### src/rtl/fifo_burst_reader_pkg.sv
// Shared definitions for the FIFO burst reader.
//   state_t          : burst FSM encoding (IDLE / BURST / DRAIN)
//   DEF_DATA_WIDTH   : default beat width
//   DEF_LEN_WIDTH    : default burst length field width (beats minus 1)
package fifo_burst_reader_pkg;

  typedef enum logic [1:0] {
    IDLE  = 2'd0,
    BURST = 2'd1,
    DRAIN = 2'd2
  } state_t;

  localparam int DEF_DATA_WIDTH = 8;
  localparam int DEF_LEN_WIDTH  = 8;

endpackage

### src/rtl/fifo_burst_reader_beat_skid_buf.sv
// Two-entry registered output buffer for the burst reader.
// Ports:
//   clk, rst     : clock, asynchronous active-high reset
//   push         : write push_data into the tail (caller never pushes into a
//                  full buffer unless the head is accepted in the same cycle)
//   push_data    : word to store
//   ready        : downstream accept
//   valid        : head entry holds a beat
//   data         : head entry contents (registered)
//   count        : number of stored entries, 0..2
// Valid/ready: a beat moves when valid & ready are both high at a rising edge;
// while valid is high and ready is low, valid and data hold unchanged.
module beat_skid_buf #(
  parameter int WIDTH = 9
) (
  input  logic             clk,
  input  logic             rst,
  input  logic             push,
  input  logic [WIDTH-1:0] push_data,
  input  logic             ready,
  output logic             valid,
  output logic [WIDTH-1:0] data,
  output logic [1:0]       count
);

  logic [WIDTH-1:0] head_q;
  logic [WIDTH-1:0] tail_q;
  logic [1:0]       count_q;
  logic             accept;

  assign valid  = (count_q != 2'd0);
  assign accept = valid & ready;
  assign data   = head_q;
  assign count  = count_q;

  always_ff @(posedge clk or posedge rst) begin
    if (rst) begin
      head_q  <= '0;
      tail_q  <= '0;
      count_q <= 2'd0;
    end else begin
      case ({push, accept})
        2'b10: begin
          if (count_q == 2'd0) head_q <= push_data;
          else                 tail_q <= push_data;
          count_q <= count_q + 2'd1;
        end
        2'b01: begin
          head_q  <= tail_q;
          count_q <= count_q - 2'd1;
        end
        2'b11: begin
          // Accept frees the head; the new word lands behind whatever remains.
          if (count_q == 2'd1) begin
            head_q <= push_data;
          end else begin
            head_q <= tail_q;
            tail_q <= push_data;
          end
        end
        default: ;
      endcase
    end
  end

endmodule

### src/rtl/fifo_burst_reader.sv
// Drains burst-length groups of beats from a synchronous FIFO head and presents
// them downstream with a generated last flag.
// Ports:
//   clk, rst         : clock, asynchronous active-high reset
//   fifo_data_i      : FIFO head word (read combinationally)
//   fifo_empty_i     : FIFO empty flag
//   fifo_rd_valid_o  : pop strobe to the FIFO
//   cmd_valid_i/cmd_ready_o/cmd_len_i : burst command (len = beats - 1)
//   m_data_o/m_last_o/m_valid_o/m_ready_i : output beat channel
//   busy_o           : a burst is in progress
// Valid/ready: a transfer happens on a rising edge where valid and ready are
// both high; once valid rises it and its payload hold until accepted.
module fifo_burst_reader
  import fifo_burst_reader_pkg::*;
#(
  parameter int DATA_WIDTH = DEF_DATA_WIDTH,
  parameter int LEN_WIDTH  = DEF_LEN_WIDTH
) (
  input  logic                  clk,
  input  logic                  rst,
  input  logic [DATA_WIDTH-1:0] fifo_data_i,
  input  logic                  fifo_empty_i,
  output logic                  fifo_rd_valid_o,
  input  logic                  cmd_valid_i,
  output logic                  cmd_ready_o,
  input  logic [LEN_WIDTH-1:0]  cmd_len_i,
  output logic [DATA_WIDTH-1:0] m_data_o,
  output logic                  m_last_o,
  output logic                  m_valid_o,
  input  logic                  m_ready_i,
  output logic                  busy_o
);

  state_t                state_q;
  state_t                state_nxt;
  logic [LEN_WIDTH-1:0]  pop_cnt;
  logic [LEN_WIDTH-1:0]  len_q;
  logic [1:0]            buf_count;
  logic                  pop;
  logic                  pop_last;
  logic [DATA_WIDTH:0]   head;

  assign pop_last = (pop_cnt == len_q);

  // Pop depends only on registered state/count and the FIFO flag, never on
  // m_ready_i, so the downstream ready has no path to the FIFO.
  always_comb begin
    state_nxt   = state_q;
    cmd_ready_o = 1'b0;
    pop         = 1'b0;
    case (state_q)
      IDLE: begin
        cmd_ready_o = 1'b1;
        if (cmd_valid_i) state_nxt = BURST;
      end
      BURST: begin
        pop = !fifo_empty_i && (buf_count != 2'd2);
        if (pop && pop_last) state_nxt = DRAIN;
      end
      DRAIN: begin
        if (m_valid_o && m_ready_i && m_last_o) state_nxt = IDLE;
      end
      default: state_nxt = IDLE;
    endcase
  end

  always_ff @(posedge clk or posedge rst) begin
    if (rst) begin
      state_q <= IDLE;
      pop_cnt <= '0;
      len_q   <= '0;
    end else begin
      state_q <= state_nxt;
      if (state_q == IDLE && cmd_valid_i) begin
        len_q   <= cmd_len_i;
        pop_cnt <= '0;
      end else if (pop && !pop_last) begin
        // Holding at len_q on the final pop keeps an all-ones length from wrapping.
        pop_cnt <= pop_cnt + 1'b1;
      end
    end
  end

  assign fifo_rd_valid_o = pop;
  assign busy_o          = (state_q != IDLE);

  beat_skid_buf #(
    .WIDTH(DATA_WIDTH + 1)
  ) u_buf (
    .clk       (clk),
    .rst       (rst),
    .push      (pop),
    .push_data ({pop_last, fifo_data_i}),
    .ready     (m_ready_i),
    .valid     (m_valid_o),
    .data      (head),
    .count     (buf_count)
  );

  assign m_last_o = head[DATA_WIDTH];
  assign m_data_o = head[DATA_WIDTH-1:0];

endmodule

### config.mk
export PLATFORM = sky130hd
export DESIGN_NAME = fifo_burst_reader
export DESIGN_NICKNAME = d
export VERILOG_FILES = /design/src/rtl/fifo_burst_reader_pkg.sv /design/src/rtl/fifo_burst_reader_beat_skid_buf.sv /design/src/rtl/fifo_burst_reader.sv
export SDC_FILE = /design/constraint.sdc
export NUM_CORES = 1
export LEC_CHECK = 0
export BUFFER_PORTS_ARGS = -buffer_cell sky130_fd_sc_hd__buf_2
export CORE_UTILIZATION = 55
export DETAILED_ROUTE_END_ITERATION = 8
export MAX_ROUTING_LAYER = met4
export PLACE_DENSITY = 0.84
export RECOVER_POWER = 100
export SLEW_MARGIN = 20
export SYNTH_ARGS = -nofsm -noshare
export SYNTH_HDL_FRONTEND = slang
export SYNTH_SLANG_ARGS = --single-unit
### constraint.sdc
create_clock -name clk -period 3.2 [get_ports clk]
set_clock_uncertainty 0.15 [all_clocks]
set_input_delay 0.32 -clock clk [delete_from_list [all_inputs] [get_ports clk]]
set_output_delay 0.32 -clock clk [all_outputs]
set_load 0.05 [all_outputs]
==> flow_summary.yaml <==
floorplan:
  die_h_um: 61.5
  core_area_um2: 3360
  boundaryPins: 34
  fp-row-count: 21
  start_util_pct: 57.8
  die_width_um: 61.5
  die_area_um2: 3780
worst_setup_path:
  path_buf_inv: 4
  critPathKind: "reg -> reg"
  cpMaxStageDelayCell: "dfrtp_1"
  path_cells: "inv_1, ha_1, nor4b_1, buf_4, inv_1, ha_1, o21ai_0, clkbuf_1, a32oi_1, o21ai_1"
  startpoint_type: "register"
  cp_slowest_stage_delay_ns: 0.40
  crit_arrival_ns: 2.82
  cp-end-kind: "register"
  critPathRequiredTime_ns: 3.32
  path_delay_family: "buffers and inverters"
  crit_path_max_fanout: 12
power:
  switching_share_pct: 45.6
  combPwrFrac_pct: 49.8
  seqPwrFrac_pct: 39.2
  power.total_mw: 2.18
  power-per-cell-area_nw_per_um2: 1000
  vdd_drop_max_v: 0.000480
  p_int_mw: 1.19
  cellLeakagePower_nw: 1.04
  power.clock.fraction_pct: 11.0
  switchingPower_uw: 993
placed_design:
  io_buffers: 33
  place_ws_ns: 0.720
  hpwl_um: 2410
  gp_congestion: 0.839
sta:
  rsz0062_at_grt: "no"
  relSlewSlack_pct: 6.50
  fin_crit_sh_pct: 84.5
  finalMaxSlewViolations: 0
  fmax_mhz: 370
  setup_ws_ns: 0.496
  hold_viol: 0
  setup_violations: 0
  worst_pin_slew_ns: 1.39
  setup_tns_ns: 0
  period_needed_ns: 2.70
global_route:
  grt_util_all_layers_pct: 20.9
  globalRoute.totalOverflow: 0
  grt_max_degree: 39
  grt_pass1_vias: 1257
  antenna_found_initial: 0
  grt_first_pass_wirelength_um: 5490
clock_tree:
  worstSkewPairLatency_ns: 0.33
  h-tree-depth: 2
  cts_tree: "yes"
  clk_pin_slew_ns: 0.10
  cts_buffers: 5
  cts_buffer_depth: 2
  clkSinkCount: 38
  clk_root_buffer_cell: "clkbuf_4"
synth:
  synth_ff_type: "dfrtp_1"
  synth_cells: 171
  synth_largest_area_cell: "dfrtp_1"
  yosys-top-cells-area: "dfrtp_1 49%, mux2_2 9.8%, ha_1 4.5%, nand2_1 4.4%, mux2i_1 4.1%"
  ys_async_sr_fraction_pct: 100
  synth-edff-count: 0
  synth-seq-cells: 38
  yosys_warnings: 0
  synthesis.area_um2: 1940
  yosysTopAreaCellShare_pct: 48.9
  syn-num-nets: 199
  syn_avg_cell_area_um2: 11.4
  ys_seq_area_share_pct: 48.9
  synth_cell_types: 34
finish:
  synthToLayoutAreaGrowth_pct: 11.5
  n_antenna_cell: 0
  final_layout_size_suffix_gt1_share_pct: 24.0
  nets: 237
drt:
  vias: 1363
  ant_nets: 0
  vias_per_cell: 5.37
  drtIter0Drc: 71
  totalWireLength_um: 3300
  drt_pass1_iterations: 4
  route.detailed.drc: 0
  wire_per_inst_um: 13.0
run_status:
  outcome: "finished clean"
flow_run:
  maxCapViolations: 0
min_path:
  hold_class: "in -> reg"
[cell usage in the layout (no fill, tap or decap), types with 2 or more instances in the layout]
cell      instances
xor2_1            8
and3_1            2
a21o_1            2
buf_2            20
buf_4             2
clkbuf_1         14
nand2b_1          4
inv_1            10
o21ai_1           3
mux2i_1           8
nor2_1            3
nand4_1           5
ha_1              7
clkbuf_4          5
dfrtp_1          38
xnor2_1           2
o21ai_0           7
nand2_1          23
a22oi_1           8
a21oi_1           5
mux2_2           17
[registers in the layout, indices dropped and copies added, names as in the netlist]
signal and flops:
u_buf.data 9, u_buf.tail_q 9, state_q 2, pop_cnt 8
u_buf.count 2, len_q 8
[routing by layer]
layer,GRT usage [%],vias to the layer above,wire length (um)
met4,6.67,0,19
li1,-,672,-
met1,25.9,658,1500
met3,6.93,4,171
met2,32.5,29,1610
met5,-,-,0
[kinds of logic (layout without fill, tap and decap cells)]
group	Yosys count	after routing	share of synthesized area [%]
xor+xnor	10	10	4.50
fa+ha+maj	7	7	4.50
simple gates	43	43	12.9
mux	25	25	14.0
flops	38	38	48.9
compound gates	32	32	11.6
buf+inv	16	53	3.60
[final cells by class]
class	count	area (um2)
Multi-Input combinational cell	117	893
Clock buffer	6	51.3
Timing Repair Buffer	37	178
Inverter	10	37.5
Tap cell	46	57.6
Sequential cell	38	951
Fill cell	303	1190
[synthesized netlist by cell type, types with 2 or more instances]
library cell	count
nand2_1	23
inv_1	9
nand2b_1	4
clkbuf_1	2
o21ai_0	2
nand4_1	5
o21ai_1	8
mux2_2	17
nor2_1	3
and3_1	2
ha_1	7
xor2_1	8
a21oi_1	5
mux2i_1	8
nor4_4	2
dfrtp_1	38
a22oi_1	8
buf_2	2
xnor2_1	2
a21o_1	2
[metrics by stage]
step	instances	hold WS, ns	area [um2]	utilization, %
final	254	0.0595	2170	64.5
after global routing	254	0.0263	2170	64.5
after CTS	254	0.0495	2220	66.0
after detailed placement	247	0.311	2160	64.1
after global placement	247	0.301	2160	64.1
after floorplan	171	0.321	1940	-
[what timing repair did]
action | in CTS | in global routing
gates resized for setup | 0 | 0
endpoints found under the hold margin | 38 | 0
buffers inserted | 0 | 0
hold buffers | 1 | 0
[power by group through the flow]
| stage | registers (mW) | logic [mW] | clock network, mW |
|---|---|---|---|
| 6_report | 0.854 | 1.08 | 0.240 |
| 5_1_grt | 0.891 | 1.20 | 0.274 |
| 4_1_cts | 0.854 | 1.17 | 0.250 |
| 3_5_place_dp | 0.865 | 1.16 | 0 |
| 3_3_place_gp | 0.857 | 1.13 | 0 |
| 2_1_floorplan | 0.993 | 0.806 | 0 |
[final timing paths]
path	depth (start not counted)	slack [ns]	to	from
worst max-delay path	10	0.50	u_buf.data[8]$_DFFE_PP0P_	u_buf.count[0]$_DFFE_PP0P_
worst min-delay path	2	0.06	len_q[3]$_DFFE_PP0P_	cmd_len_i[3]
worst max register to register	10	0.50	u_buf.data[8]$_DFFE_PP0P_	u_buf.count[0]$_DFFE_PP0P_
worst min register to register	2	0.33	u_buf.data[0]$_DFFE_PP0P_	u_buf.data[0]$_DFFE_PP0P_
max in group asynchronous	4	2.09	u_buf.tail_q[7]$_DFFE_PP0P_	rst
min in group asynchronous	4	0.49	len_q[1]$_DFFE_PP0P_	rst
Power figures use the tool's default switching activity.
